===== src/rtl/ps2_pkg.sv =====
// Shared PS/2 receiver types: prefix bytes, frame FSM states and the decoded event record.
package ps2_pkg;

    localparam logic [7:0] PS2_PREFIX_EXT = 8'hE0;
    localparam logic [7:0] PS2_PREFIX_BRK = 8'hF0;

    typedef enum logic [1:0] {
        IDLE   = 2'd0,
        DATA   = 2'd1,
        PARITY = 2'd2,
        STOP   = 2'd3
    } frame_state_e;

    typedef struct packed {
        logic       extended;
        logic       brk;
        logic [7:0] code;
    } ps2_event_t;

endpackage


===== src/rtl/ps2_event_fifo.sv =====
// First-word fall-through event FIFO with level, full/empty and a dropped-push pulse.
module ps2_event_fifo
    import ps2_pkg::*;
#(
    parameter int DEPTH = 8
) (
    input  logic                     clk,
    input  logic                     reset_n,
    input  logic                     push,
    input  ps2_event_t               push_data,
    input  logic                     pop,
    output ps2_event_t               head,
    output logic                     empty,
    output logic                     full,
    output logic [$clog2(DEPTH):0]   level,
    output logic                     overflow
);
    localparam int AW = $clog2(DEPTH);
    localparam int LW = AW + 1;

    ps2_event_t     mem [DEPTH];
    logic [AW-1:0]  wr_ptr;
    logic [AW-1:0]  rd_ptr;
    logic [LW-1:0]  count;
    logic           do_push;
    logic           do_pop;

    assign empty    = (count == '0);
    assign full     = (count == LW'(DEPTH));
    assign do_pop   = pop && !empty;
    // A pop frees the slot in the same cycle, so a full FIFO can still accept a push.
    assign do_push  = push && (!full || do_pop);
    assign overflow = push && full && !do_pop;
    assign level    = count;
    assign head     = empty ? '0 : mem[rd_ptr];

    always_ff @(posedge clk) begin
        if (!reset_n) begin
            wr_ptr <= '0;
            rd_ptr <= '0;
            count  <= '0;
        end else begin
            if (do_push) wr_ptr <= wr_ptr + 1'b1;
            if (do_pop)  rd_ptr <= rd_ptr + 1'b1;
            count <= count + LW'(do_push) - LW'(do_pop);
        end
    end

    always_ff @(posedge clk) begin
        if (do_push) mem[wr_ptr] <= push_data;
    end

endmodule


===== src/rtl/ps2_event_receiver.sv =====
// PS/2 keyboard receiver: synchronises the pins, frames and checks bytes, strips E0/F0
// prefixes and queues make/break events behind a valid/ready interface.
module ps2_event_receiver
    import ps2_pkg::*;
#(
    parameter int SYNC_STAGES    = 2,
    parameter int FIFO_DEPTH     = 8,
    parameter int TIMEOUT_CYCLES = 100000
) (
    input  logic                          clk,
    input  logic                          reset_n,
    input  logic                          ps2_clk,
    input  logic                          ps2_data,
    output logic                          event_valid,
    input  logic                          event_ready,
    output logic [7:0]                    event_code,
    output logic                          event_break,
    output logic                          event_extended,
    output logic                          frame_error,
    output logic                          overflow,
    output logic [$clog2(FIFO_DEPTH):0]   fifo_level,
    output frame_state_e                  frame_state
);
    // Handshake: the head event transfers on any cycle where event_valid && event_ready;
    // event_valid never drops without a transfer and the head is stable while waiting.
    localparam int WD_W = $clog2(TIMEOUT_CYCLES + 1);

    logic [SYNC_STAGES-1:0] clk_sync;
    logic [SYNC_STAGES-1:0] data_sync;
    logic                   clk_prev;
    logic                   edge_found;
    logic                   data_bit;

    // Idle-high reset values keep a spurious falling edge from appearing after reset.
    always_ff @(posedge clk) begin
        if (!reset_n) begin
            clk_sync   <= '1;
            data_sync  <= '1;
            clk_prev   <= 1'b1;
            edge_found <= 1'b0;
            data_bit   <= 1'b1;
        end else begin
            clk_sync   <= {clk_sync[SYNC_STAGES-2:0], ps2_clk};
            data_sync  <= {data_sync[SYNC_STAGES-2:0], ps2_data};
            clk_prev   <= clk_sync[SYNC_STAGES-1];
            edge_found <= clk_prev & ~clk_sync[SYNC_STAGES-1];
            data_bit   <= data_sync[SYNC_STAGES-1];
        end
    end

    frame_state_e   state, state_nxt;
    logic [2:0]     bit_cnt, bit_cnt_nxt;
    logic [7:0]     shift, shift_nxt;
    logic           parity, parity_nxt;
    logic [WD_W-1:0] wd_cnt;
    logic           timeout;
    logic           frame_done;
    logic           frame_bad;

    // An edge arriving in the expiry cycle keeps the frame alive.
    assign timeout = (state != IDLE) && !edge_found && (wd_cnt == WD_W'(TIMEOUT_CYCLES - 1));

    always_ff @(posedge clk) begin
        if (!reset_n) begin
            state   <= IDLE;
            bit_cnt <= '0;
            shift   <= '0;
            parity  <= 1'b0;
            wd_cnt  <= '0;
        end else begin
            state   <= state_nxt;
            bit_cnt <= bit_cnt_nxt;
            shift   <= shift_nxt;
            parity  <= parity_nxt;
            if (state == IDLE || edge_found) wd_cnt <= '0;
            else                             wd_cnt <= wd_cnt + 1'b1;
        end
    end

    always_comb begin
        state_nxt   = state;
        bit_cnt_nxt = bit_cnt;
        shift_nxt   = shift;
        parity_nxt  = parity;
        frame_done  = 1'b0;
        frame_bad   = 1'b0;
        if (timeout) begin
            state_nxt = IDLE;
            frame_bad = 1'b1;
        end else if (edge_found) begin
            case (state)
                IDLE: begin
                    if (!data_bit) begin
                        state_nxt   = DATA;
                        bit_cnt_nxt = '0;
                    end
                end
                DATA: begin
                    shift_nxt   = {data_bit, shift[7:1]};
                    bit_cnt_nxt = bit_cnt + 3'd1;
                    if (bit_cnt == 3'd7) state_nxt = PARITY;
                end
                PARITY: begin
                    parity_nxt = data_bit;
                    state_nxt  = STOP;
                end
                STOP: begin
                    state_nxt = IDLE;
                    if ((^shift ^ parity) && data_bit) frame_done = 1'b1;
                    else                               frame_bad  = 1'b1;
                end
                default: state_nxt = IDLE;
            endcase
        end
    end

    logic       ext_flag;
    logic       brk_flag;
    logic       push_req;
    ps2_event_t push_data;

    always_ff @(posedge clk) begin
        if (!reset_n) begin
            ext_flag    <= 1'b0;
            brk_flag    <= 1'b0;
            push_req    <= 1'b0;
            push_data   <= '0;
            frame_error <= 1'b0;
        end else begin
            push_req    <= 1'b0;
            frame_error <= frame_bad;
            if (frame_bad) begin
                ext_flag <= 1'b0;
                brk_flag <= 1'b0;
            end else if (frame_done) begin
                if (shift == PS2_PREFIX_EXT) begin
                    ext_flag <= 1'b1;
                end else if (shift == PS2_PREFIX_BRK) begin
                    brk_flag <= 1'b1;
                end else begin
                    push_req  <= 1'b1;
                    push_data <= {ext_flag, brk_flag, shift};
                    ext_flag  <= 1'b0;
                    brk_flag  <= 1'b0;
                end
            end
        end
    end

    ps2_event_t head;
    logic       fifo_empty;
    logic       fifo_full;

    ps2_event_fifo #(
        .DEPTH (FIFO_DEPTH)
    ) u_fifo (
        .clk       (clk),
        .reset_n   (reset_n),
        .push      (push_req),
        .push_data (push_data),
        .pop       (event_ready),
        .head      (head),
        .empty     (fifo_empty),
        .full      (fifo_full),
        .level     (fifo_level),
        .overflow  (overflow)
    );

    assign event_valid    = !fifo_empty;
    assign event_code     = head.code;
    assign event_break    = head.brk;
    assign event_extended = head.extended;
    assign frame_state    = state;

endmodule


===== config.mk =====
export PLATFORM = sky130hd
export DESIGN_NAME = ps2_event_receiver
export DESIGN_NICKNAME = d
export VERILOG_FILES = /design/src/rtl/ps2_pkg.sv /design/src/rtl/ps2_event_fifo.sv /design/src/rtl/ps2_event_receiver.sv
export SDC_FILE = /design/constraint.sdc
export NUM_CORES = 1
export LEC_CHECK = 0
export ABC_AREA = 1
export CORE_MARGIN = 1.5
export CORE_UTILIZATION = 30
export CTS_BUF_LIST = sky130_fd_sc_hd__clkbuf_8
export CTS_CLUSTER_DIAMETER = 60
export DETAILED_ROUTE_END_ITERATION = 8
export GPL_TIMING_DRIVEN = 0
export PLACE_DENSITY = 0.42
export SYNTH_ARGS = -nofsm -noshare
export SYNTH_HDL_FRONTEND = slang
export SYNTH_HIERARCHICAL = 1
export SYNTH_SLANG_ARGS = --single-unit

===== constraint.sdc =====
create_clock -name clk -period 3.9 [get_ports clk]
set_input_delay 0.39 -clock clk [delete_from_list [all_inputs] [get_ports clk]]
set_output_delay 0.39 -clock clk [all_outputs]
set_load 0.02 [all_outputs]

* Word level (Yosys, flattened, before mapping)
Memory sizes are Yosys's and may differ from the RTL's. A register that Yosys moved wholly into a read port is not among the register bits.
Index checks and enable logic that the tools add are counted.
** Storage, ports and cells
- Logic and storage cells :: 98
- Register bits :: 62
- Memory bits (writable) :: 80
- Memories kept :: 1
** Memory list
- u_fifo.mem :: words 8, bits a word 10, rd ports 1, clocked after memory_dff 1, wr ports 1, line ps2_event_fifo.sv:21 : ps2_event_t mem [DEPTH];
** Cells by class
- Reduce and logical (&&, ||, !) cells :: 29
- Bitwise operators :: 9
- Muxes and demuxes :: 22
- Add/sub/neg operators :: 6
- Equal/unequal tests :: 11
** Operators with widths (count)
- $add 17x1->17 const B :: 1
- $eq 17x17->1 const B :: 1
- $eq 8x8->1 const B :: 2
- $mux 1 :: 14
- $mux 10 :: 1
- $add 3x1->3 const B :: 3
- $mux 3 :: 3
- $reduce_and 3->1 :: 3
- $pmux 2 s4 :: 1
- $reduce_and 4->1 :: 2
- $reduce_xor 8->1 :: 1
- $logic_and 1x1->1 :: 7
- $not 1->1 :: 7
- $ne 2x2->1 const B :: 3
- $pmux 3 s2 :: 1
- $reduce_or 2->1 :: 3
- $add 4x1->4 :: 1
- $eq 2x2->1 const B :: 2
- $eq 4x4->1 const B :: 1
- $logic_not 1->1 :: 4
- $logic_not 4->1 :: 1
- $mux 2 :: 2
- $reduce_and 2->1 :: 2
- $reduce_bool 2->1 :: 2
- 8 further kinds :: 9

* Longest topological paths before layout
Gate-level depths: netlist (run 1).
- Depth after elaboration :: 9
- Mapped depth :: 15

* By module
Netlist (run 1), hierarchy kept.
** By module, submodules not included
- ps2_event_fifo :: area each 4092.7 um^2, sequential area each 2662.6 um^2, cells an instance 402, instances 1
- ps2_event_receiver :: area each 2391.0 um^2, sequential area each 1041.0 um^2, cells an instance 319, instances 1

* Worst setup path after synthesis (run 1)
No wires, ideal clock.
- Kind :: register -> register
- From :: reg u_fifo.count[2] (netlist: u_fifo/level[2])
- To :: reg u_fifo.count[2] (netlist: u_fifo/level[2])
- Buffers on the path :: 0
- Required time :: 3.781 ns
- Clock period less this slack :: 2.296 ns
- Library setup time :: 0.119 ns
- Slack :: 1.604 ns
- Cell stages (with the launch flop) :: 14
- Arrival time :: 2.176 ns
- Cells stage by stage :: dfxtp_1 -> inv_1 -> ha_1 -> nand2_2 -> nand2_4 -> nand2_4 -> nand2_4 -> ha_1 -> inv_1 -> ha_1 -> inv_1 -> fa_1 -> o21ai_0 -> a21oi_1
** Between the ends
- Cells in the longest elaborated chain, start to end :: 7
** RTL lines
- from (decl) :: line ps2_event_fifo.sv:24 : logic [LW-1:0] count;
- from (signal assigned) :: line ps2_event_fifo.sv:45 : count <= count + LW'(do_push) - LW'(do_pop);
- $logic_not 4->1 :: line ps2_event_fifo.sv:28 : assign empty = (count == '0);
- $logic_not 1->1 :: line ps2_event_fifo.sv:30 : assign do_pop = pop && !empty;
- $logic_and 1x1->1 :: line ps2_event_fifo.sv:30
- $logic_or 1x1->1 :: line ps2_event_fifo.sv:32 : assign do_push = push && (!full || do_pop);
- $logic_and 1x1->1 :: line ps2_event_fifo.sv:32
- $add 4x1->4 :: line ps2_event_fifo.sv:45
- $sub 4x1->4 * :: line ps2_event_fifo.sv:45
Mark *: on every way between the ends. The rest lies on a longest branch, timed or not.
A chain may end at the register's enable or synchronous reset.

==> flow_summary.json, run 1 <==
{
  "dieArea_mm2": 0.0225,
  "fin_util": 0.351,
  "synth_top_area_share": 0.371,
  "synthDistinctLibCells": 39,
  "netlist_instances": 721,
  "power_leakage_nw": 2.93,
  "hold_buffers": 0,
  "syn_area_per_cell_um2": 8.99,
  "routed_wl_um": 14300,
  "synth_top_area_cell": "edfxtp_1",
  "clk_path_buf_depth": 2,
  "grt_pass1_wl_um": 23400,
  "clock-sinks": 145,
  "ioPinCount": 24,
  "worst_ir_drop_vdd_mv": 0.192,
  "vias_per_cell": 4.36,
  "worst_slew_pin_slew_ns": 1.05,
  "total_power_mw": 3.72,
  "power_frac_seq": 0.448,
  "ant_nets": 0,
  "synth.yosys.seq_area_share": 0.571,
  "synth_nets": 747,
  "synth_edf_count": 80,
  "arrival_ns": 2.30,
  "drive_above_1_share": 0.0889,
  "routedWlPerCell_um": 13.6,
  "portBuffers": 23,
  "globalRouteOverflowTotal": 0,
  "rows": 53,
  "die_h_um": 150,
  "cts_tree": "yes",
  "met3_usage": 0.0311,
  "ys_top_cells_by_count": "nor2_1, nand2_1, inv_1, edfxtp_1, dfxtp_1",
  "num_vias": 4585,
  "worstHoldPathType": "register to register",
  "crit_slowest_cell": "clkdlybuf4s50_1",
  "fin_crit_ns": 2.69,
  "finalMaxSlewViolations": 0,
  "crit_path_end_kind": "output pin",
  "intPower_mw": 2.53,
  "grt_pass1_vias": 4538,
  "nets": 789,
  "p_sw_mw": 1.19,
  "drtIter0Drc": 316,
  "h-tree-depth": 4,
  "areaGrowthSynthToFinish_pct": 14.0,
  "period_share": 0.689,
  "status": "complete, no violations",
  "power_density_mw_per_mm2": 503,
  "use_met1": 0.179,
  "ys.flop_type": "edfxtp_1",
  "fin_hold_ws_ns": 0.407,
  "yosysWarnings": 6,
  "fmaxAchievable_ghz": 0.372,
  "register_area_mm2": 0.00370,
  "grt_antenna_before_repair": 0,
  "met2_usage": 0.221,
  "busiest_layer": "met2",
  "fillers": 2174,
  "grt_util_all_layers": 0.138,
  "cts_resized": 0,
  "routabilityCongestion": 0.786,
  "initial_utilization": 0.307,
  "required_ns": 3.51,
  "ys_seq_elements": 145,
  "synth_most_common_cell": "nor2_1",
  "antenna_cells": 0,
  "hold_viol": 0,
  "clk_latency_ns": 0.44,
  "drv_cap": 0,
  "rsz0062_at_grt": "no",
  "cpPeakStageDelay_ns": 0.62,
  "drc_errors": 0,
  "cts_setup_buffers": 0,
  "setup_tns_ns": 0,
  "criticalPathCategory": "register to output pin",
  "p_comb_frac": 0.274,
  "cp_max_fo": 10,
  "die_w_um": 150,
  "worstPathCellList": "inv_1 -> clkbuf_1 -> nor2_1 -> nand2_1 -> nand3_1 -> nand2_1 -> nor2_1 -> clkdlybuf4s50_1",
  "clkPwrFrac": 0.278,
  "clkTransAtPathRegs_ns": 0.08,
  "swShare": 0.319,
  "drtPass1Iterations": 4,
  "detailed_place_hpwl_um": 10400,
  "cts_root_buf": "clkbuf_8",
  "fin_skew_ns": 0.0153,
  "grt_max_degree": 17,
  "relSlewSlack": 0.296,
  "cts_buffers": 17,
  "syn_area_mm2": 0.00648,
  "synth.top_cells.by_area": "edfxtp_1, dfxtp_1, nor2_1, nand2_1, inv_1",
  "start_kind": "register",
  "multiInputGateArea_mm2": 0.00230,
  "async_reset_ff_frac": 0,
  "coreArea_mm2": 0.0211,
  "final-setup-viol-count": 0
}
## registers in the layout (all words and copies together), names as in the netlist, named ones only
register and count:
ext_flag 1, edge_found 1, parity 1, u_fifo/wr_ptr 3, bit_cnt 3, data_bit 1
push_data 10, clk_sync 2, brk_flag 1, wd_cnt 17, u_fifo/mem 80, u_fifo/level 4
data_sync 2, shift 8, frame_error 1, push_req 1, clk_prev 1, u_fifo/rd_ptr 3
frame_state 2
## worst max-delay path, delay by kind of cell (launching register included)
family,cells,cell delay (ns)
DFF,1,0.39
buffers and inverters,3,0.95
and+or+nand+nor,5,0.51
## per-layer routing
| layer | vias up | wire, um |
|---|---|---|
| li1 | 2414 | - |
| met1 | 2080 | 7010 |
| met2 | 72 | 6400 |
| met3 | 19 | 539 |
| met4 | 0 | 355 |
| met5 | - | 0 |
## path summary, 6_finish.rpt
kind / start / end / slack, ns / depth (start not counted)
min: clk_prev / edge_found / 0.41 / 2
min reg2reg: clk_prev / edge_found / 0.41 / 2
max reg2reg: u_fifo/level[1] / u_fifo/level[2] / 1.56 / 12
max: register / event_code[4] / 1.21 / 8
## layout by cell type (no fill, tap or decap), types with 2 or more instances in the layout
cell | synthesis | layout
clkdlybuf4s50_1 | 0 | 23
clkinv_2 | 0 | 4
or2_0 | 2 | 2
nor3_1 | 6 | 6
nor2_2 | 4 | 4
xor2_1 | 2 | 2
nand2_2 | 2 | 2
nand3_1 | 26 | 26
o21ai_1 | 4 | 4
inv_1 | 83 | 90
inv_2 | 3 | 3
or2_2 | 7 | 7
o21ai_0 | 36 | 36
nor3_2 | 5 | 5
a21oi_1 | 35 | 35
nand2_4 | 3 | 3
clkbuf_8 | 0 | 18
nor2_4 | 2 | 2
nor4_1 | 3 | 3
dfxtp_1 | 65 | 65
nand4_1 | 14 | 14
buf_6 | 6 | 6
buf_1 | 2 | 2
ha_1 | 20 | 20
clkbuf_1 | 10 | 10
buf_2 | 6 | 6
nand2_1 | 138 | 138
nor2_1 | 144 | 144
edfxtp_1 | 80 | 80
## power groups by stage
stage / clock network (mW) / logic [mW] / registers (mW)
final: 1.03 / 1.02 / 1.67
after global routing: 1.14 / 1.16 / 1.67
after CTS: 1.07 / 1.04 / 1.67
after detailed placement: 0 / 1.04 / 1.70
after global placement: 0 / 1.04 / 1.70
after floorplan: 0 / 0.654 / 1.71
## per-stage QoR
stage	setup WS [ns]	cells	cell area, um2
final	1.21	1051	7390
after global routing	0.966	1051	7390
after CTS	1.13	1051	7390
after detailed placement	1.40	1019	7060
after global placement	1.40	1019	7060
after floorplan	1.60	721	6480
## cells by family (layout without fill, tap and decap cells)
logic type / Yosys count / after routing / synth area share
flops: 145 / 145 / 0.571
xor+xnor: 2 / 2 / 0.00270
buf+inv: 112 / 167 / 0.0737
compound gates: 78 / 78 / 0.0616
simple gates: 363 / 363 / 0.249
fa+ha+maj: 21 / 21 / 0.0417
## cell type report
class | instances | share of cell area
Tap cell | 275 | 0.0465
Clock buffer | 18 | 0.0335
Buffer | 26 | 0.0210
Sequential cell | 145 | 0.501
Inverter | 86 | 0.0437
Timing Repair Buffer | 23 | 0.0311
Clock inverter | 14 | 0.0118
Multi-Input combinational cell | 464 | 0.311
Power figures use the tool's default switching activity.
==> run 2, diff against run 1 <==
--- a/config.mk
+++ b/config.mk
@@ -12,7 +12,7 @@
 export CTS_CLUSTER_DIAMETER = 60
 export DETAILED_ROUTE_END_ITERATION = 8
 export GPL_TIMING_DRIVEN = 0
-export PLACE_DENSITY = 0.42
+export PLACE_DENSITY = 0.44
 export SYNTH_ARGS = -nofsm -noshare
 export SYNTH_HDL_FRONTEND = slang
 export SYNTH_HIERARCHICAL = 1
==> constraint.sdc (replaced) <==
create_clock -name clk -period 2.2 [get_ports clk]
set_input_delay 0.22 -clock clk [delete_from_list [all_inputs] [get_ports clk]]
set_output_delay 0.22 -clock clk [all_outputs]
set_load 0.02 [all_outputs]
==> run 2 against run 1 <==
Net effect: flip-flop and latch count unchanged; total power increased by 93%; critical path type is now register to register; critical endpoint is now u_fifo/level[1]; critical path depth is 3 higher; cell count rose by 0.76%; wire length up 3.3%.
==> flow_summary.json, run 2 (synthesized netlist as in run 1, its figures left out) <==
{
  "portBuffers": 23,
  "worst_ir_drop_vdd_mv": 0.376,
  "path_buf_inv": 3,
  "intPower_mw": 4.80,
  "cpPeakStageDelay_ns": 0.51,
  "nets": 797,
  "clk_latency_ns": 0.45,
  "h-tree-depth": 4,
  "initial_utilization": 0.307,
  "p_sw_mw": 2.37,
  "num_vias": 4716,
  "drv_cap": 0,
  "layout_common_cells": "nand2_1, nor2_1, inv_1",
  "routed_wl_um": 14800,
  "worstPathCellList": "inv_4 -> ha_4 -> nor3b_4 -> nand2_8 -> nand2_8 -> ha_4 -> inv_2 -> ha_4 -> inv_1 -> fa_2 -> nor2_1",
  "arrival_ns": 2.44,
  "p_comb_frac": 0.273,
  "fin_crit_ns": 2.09,
  "final-setup-viol-count": 0,
  "rows": 53,
  "cpMostUsedCell": "ha_4",
  "relSlewSlack": 0.554,
  "hold_viol": 0,
  "ant_nets": 0,
  "globalRouteOverflowTotal": 0,
  "crit_slowest_cell": "fa_2",
  "routedWlPerCell_um": 13.9,
  "worstHoldPathType": "input port to register",
  "required_ns": 2.55,
  "total_power_mw": 7.17,
  "areaGrowthSynthToFinish_pct": 17.6,
  "vias_per_cell": 4.45,
  "die_h_um": 150,
  "clk_path_buf_depth": 2,
  "fmaxAchievable_ghz": 0.477,
  "cp_max_fo": 4,
  "fin_hold_ws_ns": 0.328,
  "cpLargestDelayFamily": "adder cells",
  "clkTransAtPathRegs_ns": 0.08,
  "cts_buffers": 17,
  "layout_commonest_cell": "nand2_1",
  "crit_path_end_kind": "register",
  "status": "complete, no violations",
  "hold_buffers": 0,
  "top_register": "u_fifo/mem",
  "worst_slew_pin_slew_ns": 0.668,
  "cts_tree": "yes",
  "swShare": 0.331,
  "dieArea_mm2": 0.0225,
  "drtIter0Drc": 340,
  "power_density_mw_per_mm2": 941,
  "die_w_um": 150,
  "grt_util_all_layers": 0.141,
  "power_leakage_nw": 3.00,
  "cts_root_buf": "clkbuf_8",
  "antenna_cells": 0,
  "largest_register_ffs": 80,
  "grt_antenna_before_repair": 0,
  "coreArea_mm2": 0.0211,
  "drc_errors": 0,
  "ioPinCount": 24,
  "grt_pass1_vias": 4533,
  "period_share": 0.952,
  "grt_pass1_wl_um": 23800,
  "clkPwrFrac": 0.312,
  "grt_max_degree": 17,
  "criticalPathCategory": "register to register",
  "fin_util": 0.361,
  "fin_skew_ns": 0.0129,
  "start_kind": "register",
  "power_frac_seq": 0.414,
  "finalMaxSlewViolations": 0,
  "routabilityCongestion": 0.761,
  "drive_above_1_share": 0.153,
  "top_regs": "u_fifo/mem x80, wd_cnt x17, push_data x10",
  "drtPass1Iterations": 4,
  "clock-sinks": 145,
  "detailed_place_hpwl_um": 10200
}
## run 2: cell count changes in the layout (fill, tap and decap cells not counted), moves of 5 or more
| cell | before | now |
|---|---|---|
| buf_4 | 1 | 14 |
| inv_1 | 90 | 81 |
| nor2_1 | 144 | 135 |
| clkinv_4 | 0 | 5 |
| buf_2 | 6 | 11 |
| nor2_2 | 4 | 13 |
| clkdlybuf4s50_1 | 23 | 11 |
## run 2: final timing paths
path,startpoint,endpoint,slack [ns],depth (start not counted)
hold reg to reg,clk_prev,edge_found,0.42,2
setup / recovery,u_fifo/level[2],u_fifo/level[1],0.11,11
setup reg to reg,u_fifo/level[2],u_fifo/level[1],0.11,11
hold / removal,ps2_clk,clk_sync[0],0.33,2
## run 2: power groups by stage
stage	sequential [mW]	clock [mW]	combinational [mW]
after floorplan	3.05	0	1.16
after global placement	3.02	0	1.89
after detailed placement	3.02	0	1.91
after CTS	2.96	2.32	1.91
after global routing	2.98	2.42	2.19
final	2.97	2.24	1.96
## run 2: per-stage QoR
stage	TNS, ns	cell area, um2	setup WS, ns	cells
after detailed placement	-6.08	7060	-0.165	1019
after global placement	-4.01	7060	-0.153	1019
after CTS	-0.0299	7560	-0.0299	1056
final	0	7620	0.105	1059
after floorplan	0	6490	0.0112	721
after global routing	-0.0113	7620	-0.00920	1059
## run 2: timing repair
item	CTS	global route
gates resized for setup	51	34
pin swaps	3	1
setup buffers	5	3
setup endpoints to repair	64	49
## run 2: final cells by class
class                           count  area [um2]
Sequential cell                   145        3710
Timing Repair Buffer               31         240
Tap cell                          275         344
Multi-Input combinational cell    464        2410
Inverter                           86         325
Buffer                             26         164
Clock inverter                     14         179
Fill cell                        2220       13500
Clock buffer                       18         248
## run 2: worst reg2reg max path: cells and delay by family (launching register included)
kind | cells | cell delay [ns]
adder cells (fa/ha/maj) | 4 | 0.96
buffers and inverters | 3 | 0.16
flip-flops | 1 | 0.36
AND/OR/NAND/NOR | 4 | 0.53
## run 2: routing by layer
| layer | vias up | part of all wire | GRT usage | routed length (um) |
|---|---|---|---|---|
| met2 | 84 | 0.47 | 0.225 | 6880 |
| met5 | - | 0 | 0 | 0 |
| met3 | 13 | 0.034 | 0.0326 | 498 |
| met1 | 2176 | 0.49 | 0.188 | 7250 |
| met4 | 0 | 0.0095 | 0.0471 | 141 |
| li1 | 2443 | - | - | - |
